`src/rtl/pipeline_pkg.sv`:
```
// Shared pipeline definitions: register address width, scheduler FSM states
// and the default in-flight limit.
package pipeline_pkg;

  localparam int unsigned REG_ADDR_W           = 5;
  localparam int unsigned MAX_INFLIGHT_DEFAULT = 3;

  typedef enum logic {
    RUN,
    FLUSH
  } sched_state_t;

endpackage

```
`src/rtl/pending_counter.sv`:
```
// 2-bit saturating up/down counter; simultaneous inc and dec cancel out.
// clr is a synchronous clear that takes priority over inc/dec.
module pending_counter (
  input  logic       clk,
  input  logic       rst,
  input  logic       clr,
  input  logic       inc,
  input  logic       dec,
  output logic [1:0] cnt
);

  logic [1:0] cnt_q, cnt_d;

  // Next count: clear, then saturating step in either direction.
  always_comb begin
    cnt_d = cnt_q;
    if (clr) begin
      cnt_d = 2'd0;
    end else if (inc && !dec && (cnt_q != 2'd3)) begin
      cnt_d = cnt_q + 2'd1;
    end else if (dec && !inc && (cnt_q != 2'd0)) begin
      cnt_d = cnt_q - 2'd1;
    end
  end

  // Count register with synchronous reset.
  always_ff @(posedge clk) begin
    if (rst) cnt_q <= 2'd0;
    else     cnt_q <= cnt_d;
  end

  assign cnt = cnt_q;

endmodule

```
`src/rtl/hazard_scheduler.sv`:
```
// Issue-stage hazard scheduler: per-register pending counters, in-flight limit,
// last-result forwarding select and a RUN/FLUSH drain state machine.
// Optional feature macro: HAZARD_FWD_EN enables forwarding from the last issued
// instruction; when undefined every pending used source stalls.
module hazard_scheduler
  import pipeline_pkg::*;
#(
  parameter int unsigned NREGS        = 32,
  parameter int unsigned MAX_INFLIGHT = MAX_INFLIGHT_DEFAULT
) (
  input  logic                  clk,
  input  logic                  rst,
  input  logic                  issue_valid_i,
  input  logic [REG_ADDR_W-1:0] rd_i,
  input  logic [REG_ADDR_W-1:0] rs1_i,
  input  logic [REG_ADDR_W-1:0] rs2_i,
  input  logic                  rs1_used_i,
  input  logic                  rs2_used_i,
  output logic                  issue_ready_o,
  output logic                  fwd_rs1_o,
  output logic                  fwd_rs2_o,
  input  logic                  retire_valid_i,
  input  logic [REG_ADDR_W-1:0] retire_rd_i,
  input  logic                  flush_i,
  output logic [1:0]            inflight_o,
  output logic                  busy_o
);

  localparam logic [1:0] MaxInflight = 2'(MAX_INFLIGHT);

  sched_state_t          state_q, state_d;
  logic [1:0]            inflight_q, inflight_d;
  logic [REG_ADDR_W-1:0] last_rd_q;
  logic                  last_valid_q;
  logic                  clr_all;
  logic                  issue_fire;
  logic                  retire_eff;
  logic                  haz1, haz2, sat;
  logic [1:0]            pend [NREGS];

  // A retire with nothing in flight is dropped entirely.
  assign retire_eff = retire_valid_i && (inflight_q != 2'd0);
  assign issue_fire = issue_valid_i && issue_ready_o;

  assign pend[0] = 2'd0;

  for (genvar r = 1; r < NREGS; r++) begin : g_pend
    pending_counter u_cnt (
      .clk (clk),
      .rst (rst),
      .clr (clr_all),
      .inc (issue_fire && (rd_i == REG_ADDR_W'(r))),
      .dec (retire_eff && (retire_rd_i == REG_ADDR_W'(r))),
      .cnt (pend[r])
    );
  end

`ifdef HAZARD_FWD_EN
  // Forward only when the sole outstanding writer is the previous instruction.
  assign fwd_rs1_o = rs1_used_i && (rs1_i != '0) && last_valid_q &&
                     (rs1_i == last_rd_q) && (pend[rs1_i] == 2'd1);
  assign fwd_rs2_o = rs2_used_i && (rs2_i != '0) && last_valid_q &&
                     (rs2_i == last_rd_q) && (pend[rs2_i] == 2'd1);
`else
  assign fwd_rs1_o = 1'b0;
  assign fwd_rs2_o = 1'b0;
  logic unused_last;
  assign unused_last = ^{last_valid_q, last_rd_q};
`endif

  assign haz1 = rs1_used_i && (rs1_i != '0) && (pend[rs1_i] != 2'd0) && !fwd_rs1_o;
  assign haz2 = rs2_used_i && (rs2_i != '0) && (pend[rs2_i] != 2'd0) && !fwd_rs2_o;
  // Hold off an issue that would overflow its destination's pending counter.
  assign sat  = (rd_i != '0) && (pend[rd_i] == 2'd3);

  assign issue_ready_o = (state_q == RUN) && !haz1 && !haz2 && !sat &&
                         ((inflight_q < MaxInflight) || retire_valid_i);

  // FSM next state; leaving FLUSH clears all tracking.
  always_comb begin
    state_d = state_q;
    clr_all = 1'b0;
    unique case (state_q)
      RUN: begin
        if (flush_i) state_d = FLUSH;
      end
      FLUSH: begin
        if ((inflight_q == 2'd0) && !flush_i) begin
          state_d = RUN;
          clr_all = 1'b1;
        end
      end
      default: state_d = RUN;
    endcase
  end

  // In-flight count: issue and retire in the same cycle cancel.
  always_comb begin
    inflight_d = inflight_q;
    if (issue_fire && !retire_eff)      inflight_d = inflight_q + 2'd1;
    else if (retire_eff && !issue_fire) inflight_d = inflight_q - 2'd1;
  end

  // State and in-flight registers.
  always_ff @(posedge clk) begin
    if (rst) begin
      state_q    <= RUN;
      inflight_q <= 2'd0;
    end else begin
      state_q    <= state_d;
      inflight_q <= inflight_d;
    end
  end

  // Track the most recent issue; a matching retire invalidates it unless a newer issue lands.
  always_ff @(posedge clk) begin
    if (rst) begin
      last_valid_q <= 1'b0;
      last_rd_q    <= '0;
    end else if (clr_all) begin
      last_valid_q <= 1'b0;
    end else if (issue_fire) begin
      last_rd_q    <= rd_i;
      last_valid_q <= (rd_i != '0);
    end else if (retire_eff && (retire_rd_i == last_rd_q)) begin
      last_valid_q <= 1'b0;
    end
  end

  assign inflight_o = inflight_q;
  assign busy_o     = (state_q != RUN);

endmodule

```
`config.mk`:
```
export PLATFORM = sky130hd
export DESIGN_NAME = hazard_scheduler
export DESIGN_NICKNAME = d
export VERILOG_FILES = /design/src/rtl/pipeline_pkg.sv /design/src/rtl/pending_counter.sv /design/src/rtl/hazard_scheduler.sv
export SDC_FILE = /design/constraint.sdc
export NUM_CORES = 1
export LEC_CHECK = 0
export ABC_AREA = 1
export CORE_UTILIZATION = 60
export CTS_BUF_LIST = sky130_fd_sc_hd__clkbuf_4 sky130_fd_sc_hd__clkbuf_8 sky130_fd_sc_hd__clkbuf_16
export CTS_CLUSTER_SIZE = 25
export DETAILED_ROUTE_END_ITERATION = 10
export GPL_ROUTABILITY_DRIVEN = 1
export PLACE_DENSITY = 0.83
export SLEW_MARGIN = 20
export SYNTH_ARGS = -nofsm -noshare
export SYNTH_HDL_FRONTEND = slang
export SYNTH_SLANG_ARGS = --single-unit
```
`constraint.sdc`:
```
create_clock -name clk -period 3.9 [get_ports clk]
set_input_delay 0.585 -clock clk [delete_from_list [all_inputs] [get_ports clk]]
set_output_delay 0.585 -clock clk [all_outputs]
set_load 0.005 [all_outputs]
```
Word-level counts from Yosys, hierarchy flattened. Cells that the tools add are included.

Register bits: 65. Input bits: 27. Output and inout bits: 6. Word-level logic and storage cells: 617.

$add $sub $neg: 64. Order comparisons: 4. Eq/ne operators: 94. Muxes and demuxes: 78. Bitwise gates (word level): 4. Reductions and logical operators: 340.

Operator list (count): logical AND 1 bit (200); equality test 5 bit (second input constant) (32); 2-to-1 mux 2 bit (70); nonzero test 2 bit (66); equality test 5 x 4 -> 1 bit (second input constant) (16); logical NOT 1 bit (68); adder 2 x 1 -> 2 bit (second input constant) (32); subtractor 2 x 1 -> 2 bit (second input constant) (32); inequality test 2 bit (second input constant) (31); equality test 5 x 3 -> 1 bit (second input constant) (8); binary-select mux 2 bit (select 5 bit) (3); equality test 5 x 2 -> 1 bit (second input constant) (4); >= comparator 6 bit (second input constant) (3); inverter 5 -> 6 bit (3); nonzero test 5 bit (3); equality test 5 x 1 -> 1 bit (second input constant) (2); 2-to-1 mux 1 bit (4); equality test 2 bit (second input constant) (1); logical NOT 2 bit (1); less-than comparator 2 bit (second input constant) (1); case mux 1 bit (2 select lines) (1); OR reduction 2 bit (1); logical OR 1 bit (1); inverter 1 bit (1).

Longest topological paths before layout. Gate-level depths: netlist of run 1.

Depth after elaboration: 18. Gate-level depth with buffers: 22. Mapped depth without buffers: 19.

Cells and area by module. A second synthesis of run 1 with hierarchy kept.

Cell total of the unflattened synthesis: 1145. Area total of the unflattened synthesis: 6179.7 um2.

Modules (own cells, without submodules): pending_counter (times used 31, cells each 20, area an instance 122.6 um2, sequential area each 40.0 um2); hazard_scheduler (times used 1, cells each 525, area an instance 2378.5 um2, sequential area each 60.1 um2).

Least setup slack after synthesis of run 1. Ideal clock, no wire load.

Path type: input to register. Start point: in rd_i[1]. End point: reg inflight_q[1], in the netlist inflight_o[1]. Library setup time: 0.058 ns. Arrival time: 2.568 ns. Data required time: 3.842 ns. Path slack: 1.275 ns. Stages on the path: 19. Path buffers: 3. Path through: buf_4 -> buf_4 -> nand3_1 -> nand2_1 -> nor2_1 -> nor2_1 -> nor2_1 -> nand2_1 -> nand3_1 -> nand2_1 -> nor2_2 -> nand3_2 -> nor2_4 -> buf_6 -> ha_1 -> a21oi_1 -> o21ai_0 -> a21oi_1 -> o21a_1.

Longest elaborated chain between the ends: 13. Elaborated cells between the ends (all ways): 16. Those cells by class: eq/ne (1); mux (4); bitwise (1); reduce/logical (10).

RTL lines: from (decl) (line hazard_scheduler.sv:14) `input logic [REG_ADDR_W-1:0] rd_i,`; inverter 5 -> 6 bit (not written as such) (line hazard_scheduler.sv:74) `assign sat = (rd_i != '0) && (pend[rd_i] == 2'd3);`; binary-select mux 2 bit (select 5 bit) (line hazard_scheduler.sv:74); 2-to-1 mux 2 bit (not written as such) (2 in a row) (line hazard_scheduler.sv:74); equality test 2 bit (line hazard_scheduler.sv:74); logical AND 1 bit * (line hazard_scheduler.sv:74); logical NOT 1 bit * (line hazard_scheduler.sv:76) `assign issue_ready_o = (state_q == RUN) && !haz1 && !haz2 && !sat &&`; logical AND 1 bit * (2 in a row) (line hazard_scheduler.sv:76); logical AND 1 bit * (line hazard_scheduler.sv:43) `assign issue_fire = issue_valid_i && issue_ready_o;`; logical NOT 1 bit (line hazard_scheduler.sv:101) `else if (retire_eff && !issue_fire) inflight_d = inflight_q - 2'd1;`; logical AND 1 bit (line hazard_scheduler.sv:101); nonzero test 2 bit (no line); to (signal assigned) (line hazard_scheduler.sv:111) `inflight_q <= inflight_d;`; to (decl) (line hazard_scheduler.sv:32) `logic [1:0] inflight_q, inflight_d;`.

Every way passes the cells marked *; elsewhere a longest branch is shown, timed or not. The select of a mux whose other input is x is not followed. A chain may end at the register's enable or synchronous reset.

Worst setup path after layout of run 1.
Start point: in rs2_i[1]. End point: out issue_ready_o.

Longest elaborated chain between the ends: 10. Elaborated cells between the ends (all ways): 12. Those cells by class: mux (3); bitwise (1); reduce/logical (8).

RTL lines: from (decl) (line hazard_scheduler.sv:16) `input logic [REG_ADDR_W-1:0] rs2_i,`; inverter 5 -> 6 bit (not written as such) (line hazard_scheduler.sv:72) `assign haz2 = rs2_used_i && (rs2_i != '0) && (pend[rs2_i] != 2'd0) && !fwd_rs2_o;`; binary-select mux 2 bit (select 5 bit) (line hazard_scheduler.sv:72); 2-to-1 mux 2 bit (not written as such) (2 in a row) (line hazard_scheduler.sv:72); nonzero test 2 bit (line hazard_scheduler.sv:72); logical AND 1 bit * (line hazard_scheduler.sv:72); logical NOT 1 bit * (line hazard_scheduler.sv:76); logical AND 1 bit * (3 in a row) (line hazard_scheduler.sv:76); to (decl) (line hazard_scheduler.sv:19) `output logic issue_ready_o,`.

Marks and branches as above.

==> results of run 1 <==
[layout make-up]
cell class,count,area (um2),area share
clock buffers,13,160,0.0258
clock inverters,3,40.0,0.00645
inverters,131,492,0.0792
multi-input cells,796,3660,0.589
flip-flops and latches,65,1300,0.210
well taps,111,139,0.0224
repair buffers,44,418,0.0673
[path summary, 6_finish.rpt]
kind / startpoint / to / cells after the start
hold / removal: g_pend[24].u_cnt.cnt[0] / g_pend[24].u_cnt.cnt[1] / 2
setup reg to reg: g_pend[6].u_cnt.cnt[0] / g_pend[16].u_cnt.cnt[0] / 15
hold reg to reg: g_pend[24].u_cnt.cnt[0] / g_pend[24].u_cnt.cnt[1] / 2
setup / recovery: rs2_i[1] / issue_ready_o / 12
[logic make-up (layout without fill, tap and decap cells)]
kind of cell             Yosys count  after routing
AO/OA/AOI/OAI                    103            103
XOR/XNOR                           1              1
adder cells (fa/ha/maj)            1              1
buffers and inverters            168            191
flip-flops                        65             65
other                              1              2
AND/OR/NAND/NOR                  689            689
[stage by stage]
stage	utilization	power, mW	cells	hold WS [ns]
after floorplan	-	0.947	1029	0.439
after global placement	0.654	1.09	1147	0.462
after detailed placement	0.654	1.10	1147	0.471
after CTS	0.675	1.70	1163	0.476
after global routing	0.675	1.77	1163	0.513
final	0.675	1.71	1163	0.478
[flip-flops by register name (all words and copies together), names as in the netlist]
| name | count |
|---|---|
| g_pend.u_cnt.cnt | 62 |
| inflight_o | 2 |
| busy_o | 1 |
[worst max-delay path, stage by stage]
cell and delay (ns):
clkdlybuf4s50_1 0.74, nand2_1 0.16, inv_1 0.24, nand2_1 0.08, nand3_1 0.09, nor2_1 0.05, o21bai_1 0.13, nor2_1 0.06
nand2_1 0.10, nand3_2 0.13, inv_1 0.09, clkdlybuf4s50_1 0.50
[power breakdown]
part           internal [mW]  switching [mW]
combinational          0.123           0.280
clock                  0.333           0.281
sequential             0.676          0.0179
total                   1.13           0.580
[per-layer routing]
layer	part of all wire	routed length (um)
met2	0.43	8220
met4	0.066	1260
met5	0	0
met3	0.11	2170
met1	0.39	7400
[cell usage after synthesis]
library cell    n
nand2_1       341
nor2_1        131
inv_1         126
nand3_1       110
dfxtp_1        65
a21oi_1        59
nand4_1        35
nor3_1         34
a31oi_1        27
nand3b_2       15
o21ai_0        15
clkbuf_1       14
nand3b_1       10
buf_4           7
buf_6           7
buf_2           6
nand3_2         4
buf_1           3
inv_2           3
nor2_2          3
or2_2           3
clkinv_1        2
conb_1          1
ha_1            1
nand2_2         1
nand4_2         1
nor2_4          1
o21a_1          1
o21bai_1        1
xor2_1          1
==> summary.md, run 1 <==
| Metric | Value |
|---|---|
| Status | `finished clean` |
| CP endpoint kind | `output pin` |
| Tcrit/Tclk final | `0.905` |
| Final instance area | `6210 um2` |
| Core Area | `9200 um2` |
| Grt met2 use | `0.613` |
| Synthesis-stage register bit count | `65` |
| Clk sink count | `65` |
| Vias per Instance | `6.03` |
| Post-Route WL | `19.0 mm` |
| Starting DRC count in detailed routing | `691` |
| Die Width | `99.1 um` |
| XOR/XNOR Fraction of Synth Area | `0.00155` |
| Max Root-Sink Buffers | `2` |
| RSZ-0062 raised after global routing | `false` |
| Area Growth Syn to Fin | `9.73%` |
| Crit path DAT | `2.94 ns` |
| PwrDens | `276 nW/um2` |
| Fmax achieved | `283 MHz` |
| Skew-Pair Late Insertion Delay | `0.37 ns` |
| Pin count of the biggest net entering global routing | `59` |
| Placed Instance Area | `6010 um2` |
| Final antenna-violating net count | `0` |
| Rel. slew slack | `0.468` |
| Hold-fix buffers at CTS | `0` |
| CTS tree | `yes` |
| Layout cell share with drive strength beyond 1 | `0.0589` |
| Placer Congestion | `1.04` |
| Hold Crit Class | `reg2reg` |
| Commonest non-fill, non-tap cell in the layout | `nand2_1` |
| Filler cell count | `911` |
| Cell accounting for the most synthesized area | `dfxtp_1` |
| Clk_skew | `0.0105 ns` |
| Worst-margin pin slew | `0.796 ns` |
| IO Port Bufs | `30` |
| MaxCap Viol Count | `0` |
| Crit path launch type | `primary input` |
| Post-Synth Simple-Gate Area | `0.541` |
| Crit path required time | `3.31 ns` |
| Vias post-DR | `7011` |
| # setup viols final | `0` |
| Core Rows | `35` |
| Num CTS Buffers | `9` |
| Vias in the first global route | `6245` |
| Top Usage Layer GRT | `met2` |
| Synth unique cells | `30` |
| Synthesized area | `5660 um2` |
| Final count of pins violating max slew | `0` |
| Crit path kind | `in2out` |
| Post-Syn Instances | `1028` |
| Max rail drop VDD | `0.254 mV` |
| Hold Fails Final Rpt | `0` |
| Compound-Gate Fraction of Synth Area | `0.0979` |
| Mux share of post-synthesis cell area | `0` |
| Post-CTS sizing | `0` |
| Die height | `99.1 um` |
| Synthesis warning total | `0` |
| Setup TNS Final | `0 ns` |
| DP HPWL | `13.5 mm` |
| Critical Path Fanout Max | `9` |
| CTS clk-pin slew, worst paths | `0.07 ns` |
| Clock Root Buffer | `clkbuf_8` |
| Reg2Reg Setup Slack | `1.34 ns` |
| IO Pins | `33` |
| Initial Util | `0.616` |
| Synth area leaders | `dfxtp_1, nand2_1, nand3_1` |
| Initial antenna violation count | `0` |
| Tmin final | `3.53 ns` |
| # Post-CTS Setup Buffers | `0` |
| GRT Overall Usage | `0.399` |
| Total gr overflow | `0` |
| Syn avg cell area | `5.51 um2` |
| Worst slack, placed | `0.420 ns` |
| Post-route DRC | `0` |
| Worst setup margin | `0.372 ns` |
| Final net count | `1075` |
| ANT cells | `0` |
| # H-tree levels | `3` |
| First-pass GRT wire length | `30.6 mm` |
| Die area | `9830 um2` |
| Register area share after synthesis | `0.230` |
| Most frequent cells in the layout | `nand2_1, nor2_1, inv_1` |
| Area share of the largest cell type after synthesis | `0.230` |
| Main combinational cell family by area after synthesis | `simple AND/OR/NAND/NOR gates` |
| First drt pass iteration count | `5` |
| Met3 Use GR | `0.105` |
| Leak pwr | `2.61 nW` |
| Avg WL per Cell | `16.4 um` |
| M1 GR Usage | `0.487` |
| Synth Area in Adders | `0.00221` |
Note: power is estimated with default switching activity, not from simulation.
==> run 2: changes to the inputs <==
--- a/config.mk
+++ b/config.mk
@@ -7,7 +7,7 @@
 export LEC_CHECK = 0
 export ABC_AREA = 1
 export CORE_UTILIZATION = 60
-export CTS_BUF_LIST = sky130_fd_sc_hd__clkbuf_4 sky130_fd_sc_hd__clkbuf_8 sky130_fd_sc_hd__clkbuf_16
+export CTS_BUF_LIST = sky130_fd_sc_hd__clkbuf_4
 export CTS_CLUSTER_SIZE = 25
 export DETAILED_ROUTE_END_ITERATION = 10
 export GPL_ROUTABILITY_DRIVEN = 1
==> summary.md, run 2 (same netlist as run 1, synthesis figures left out) <==
| Metric | Value |
|---|---|
| Tcrit/Tclk final | `0.908 (+0.00350)` |
| Crit path kind | `in2out` |
| Area Growth Syn to Fin | `8.55%` |
| WP depth | `12 (unchanged)` |
| Max rail drop VDD | `0.253 mV (-0.51%)` |
| # Post-CTS Setup Buffers | `0 (unchanged)` |
| Core Rows | `35 (unchanged)` |
| Die area | `9830 um2 (unchanged)` |
| Starting DRC count in detailed routing | `695 (+0.58%)` |
| Worst slack, placed | `0.420 ns (unchanged)` |
| Crit path DAT | `2.96 ns (+0.02 ns)` |
| Core Area | `9200 um2 (unchanged)` |
| Leak pwr | `2.58 nW (-1.1%)` |
| # setup viols final | `0 (unchanged)` |
| CP endpoint kind | `output pin` |
| Worst-margin pin slew | `0.763 ns (-0.0337 ns)` |
| Vias in the first global route | `6166 (-1.3%)` |
| Die height | `99.1 um (unchanged)` |
| Clk sink count | `65 (unchanged)` |
| Avg WL per Cell | `16.2 um (-1.2%)` |
| Total gr overflow | `0 (unchanged)` |
| Filler cell count | `922 (+1.2%)` |
| Final count of pins violating max slew | `0 (unchanged)` |
| Met2 routed WL | `8.11 mm (-1.3%)` |
| Num CTS Buffers | `9 (unchanged)` |
| IO Pins | `33 (unchanged)` |
| Max Root-Sink Buffers | `2 (unchanged)` |
| IO Port Bufs | `30 (unchanged)` |
| ANT cells | `0 (unchanged)` |
| Register area | `1300 um2 (unchanged)` |
| Commonest non-fill, non-tap cell in the layout | `nand2_1` |
| Status | `finished clean` |
| WL met1 | `7.27 mm (-1.8%)` |
| Clk_skew | `0.0140 ns (+0.00349 ns)` |
| Cell depth of the worst hold path | `2 (unchanged)` |
| Tmin final | `3.54 ns (+0.0136 ns)` |
| Layout cell share with drive strength beyond 1 | `0.0580 (-0.000951)` |
| RSZ-0062 raised after global routing | `false` |
| DP HPWL | `13.5 mm (unchanged)` |
| CTS clk-pin slew, worst paths | `0.11 ns (+0.04 ns)` |
| CP max stage cell | `clkdlybuf4s50_1` |
| Initial antenna violation count | `0 (unchanged)` |
| Placer Congestion | `1.04 (unchanged)` |
| Crit-path most repeated cell | `nand2_1` |
| Pin count of the biggest net entering global routing | `59 (unchanged)` |
| Skew-Pair Late Insertion Delay | `0.45 ns (+0.08 ns)` |
| Crit path required time | `3.31 ns (about the same)` |
| CTS tree | `yes` |
| GRT Overall Usage | `0.394 (-0.00465)` |
| Post-CTS sizing | `0 (unchanged)` |
| Post-Route WL | `18.8 mm (-1.2%)` |
| Hold Fails Final Rpt | `0 (unchanged)` |
| Vias per Instance | `5.99 (-0.61%)` |
| Post-route DRC | `0 (unchanged)` |
| Initial Util | `0.616 (unchanged)` |
| Most frequent cells in the layout | `nand2_1, nor2_1, inv_1` |
| Hold-fix buffers at CTS | `0 (unchanged)` |
| Max reg flops | `62 (unchanged)` |
| R2R depth | `15 (unchanged)` |
| Crit path cell chain | `clkdlybuf4s50_1 -> nand2_1 -> inv_1 -> nand2_1 -> nand3_1 -> nor2_1 -> o21bai_1 -> nor2_1 -> nand2_1 -> nand3_2 -> inv_1 -> clkdlybuf4s50_1` |
| Setup TNS Final | `0 ns (unchanged)` |
| # H-tree levels | `3 (unchanged)` |
| Footprint of the multi-input gates | `3660 um2 (unchanged)` |
| Die Width | `99.1 um (unchanged)` |
| Met3 wire length | `2.21 mm (+1.8%)` |
| Vias post-DR | `6968 (-0.61%)` |
| Crit path launch type | `primary input` |
| Slowest stage delay, CP | `0.76 ns (+0.02 ns)` |
| Rel. slew slack | `0.490 (+0.0225)` |
| Top Family by Delay on Critical Path | `buffers and inverters` |
| Critical Path Fanout Max | `9 (unchanged)` |
| MaxCap Viol Count | `0 (unchanged)` |
| Clock Root Buffer | `clkbuf_4` |
| First drt pass iteration count | `5 (unchanged)` |
| Hold Crit Class | `reg2reg` |
| Worst setup margin | `0.359 ns (-0.0136 ns)` |
| Worst path bufs/invs | `4 (unchanged)` |
| Final antenna-violating net count | `0 (unchanged)` |
| Highest metal used | `met4` |
| First-pass GRT wire length | `30.3 mm (-0.86%)` |
| PwrDens | `256 nW/um2 (-7.3%)` |
| Final net count | `1075 (unchanged)` |
| Fmax achieved | `282 MHz (-0.39%)` |
## run 2: cell types whose count changed in the layout (fill, tap and decap cells not counted)
cell / previous run / this run
clkbuf_4: 3 / 12
clkbuf_8: 10 / 0
clkinv_1: 2 / 3
## run 2: final cells by class
type / count / share of cell area
Clock inverter: 4 / 0.00713
Inverter: 131 / 0.0800
Clock buffer: 12 / 0.0147
Timing Repair Buffer: 44 / 0.0680
Multi-Input combinational cell: 796 / 0.596
Tap cell: 111 / 0.0226
Sequential cell: 65 / 0.212
## run 2: power by group
group          internal, mW  switching [mW]  leakage (nW)
clock network         0.213           0.262        0.0787
logic                 0.123           0.278          1.98
registers             0.677          0.0177         0.524
## run 2: path summary, 6_finish.rpt
path                                           endpoint                    start  slack (ns)
worst max-delay path                      issue_ready_o                 rs2_i[1]        0.36
worst min-delay path            g_pend[10].u_cnt.cnt[1]  g_pend[10].u_cnt.cnt[1]        0.49
worst max register to register  g_pend[16].u_cnt.cnt[0]   g_pend[6].u_cnt.cnt[0]        1.37
worst min register to register  g_pend[10].u_cnt.cnt[1]  g_pend[10].u_cnt.cnt[1]        0.49
## run 2: per-layer routing
layer	global-route usage	vias to the layer above
li1	-	3360
met1	0.488	3063
met2	0.615	436
met3	0.0907	109
met4	0.259	0
met5	0	-
## run 2: per-stage QoR
| step | util | std cells | hold slack [ns] | total power, mW | instance area, um2 |
|---|---|---|---|---|---|
| 2_1_floorplan | - | 1029 | 0.439 | 0.947 | 5660 |
| 3_3_place_gp | 0.654 | 1147 | 0.462 | 1.09 | 6010 |
| 3_5_place_dp | 0.654 | 1147 | 0.471 | 1.10 | 6010 |
| 4_1_cts | 0.668 | 1163 | 0.481 | 1.56 | 6140 |
| 5_1_grt | 0.668 | 1163 | 0.519 | 1.63 | 6140 |
| 6_report | 0.668 | 1163 | 0.489 | 1.57 | 6140 |
## run 2: worst min-delay path, cell delays in order (launching register included)
cell and delay [ns]:
dfxtp_1 0.35, inv_1 0.06, a21oi_1 0.05
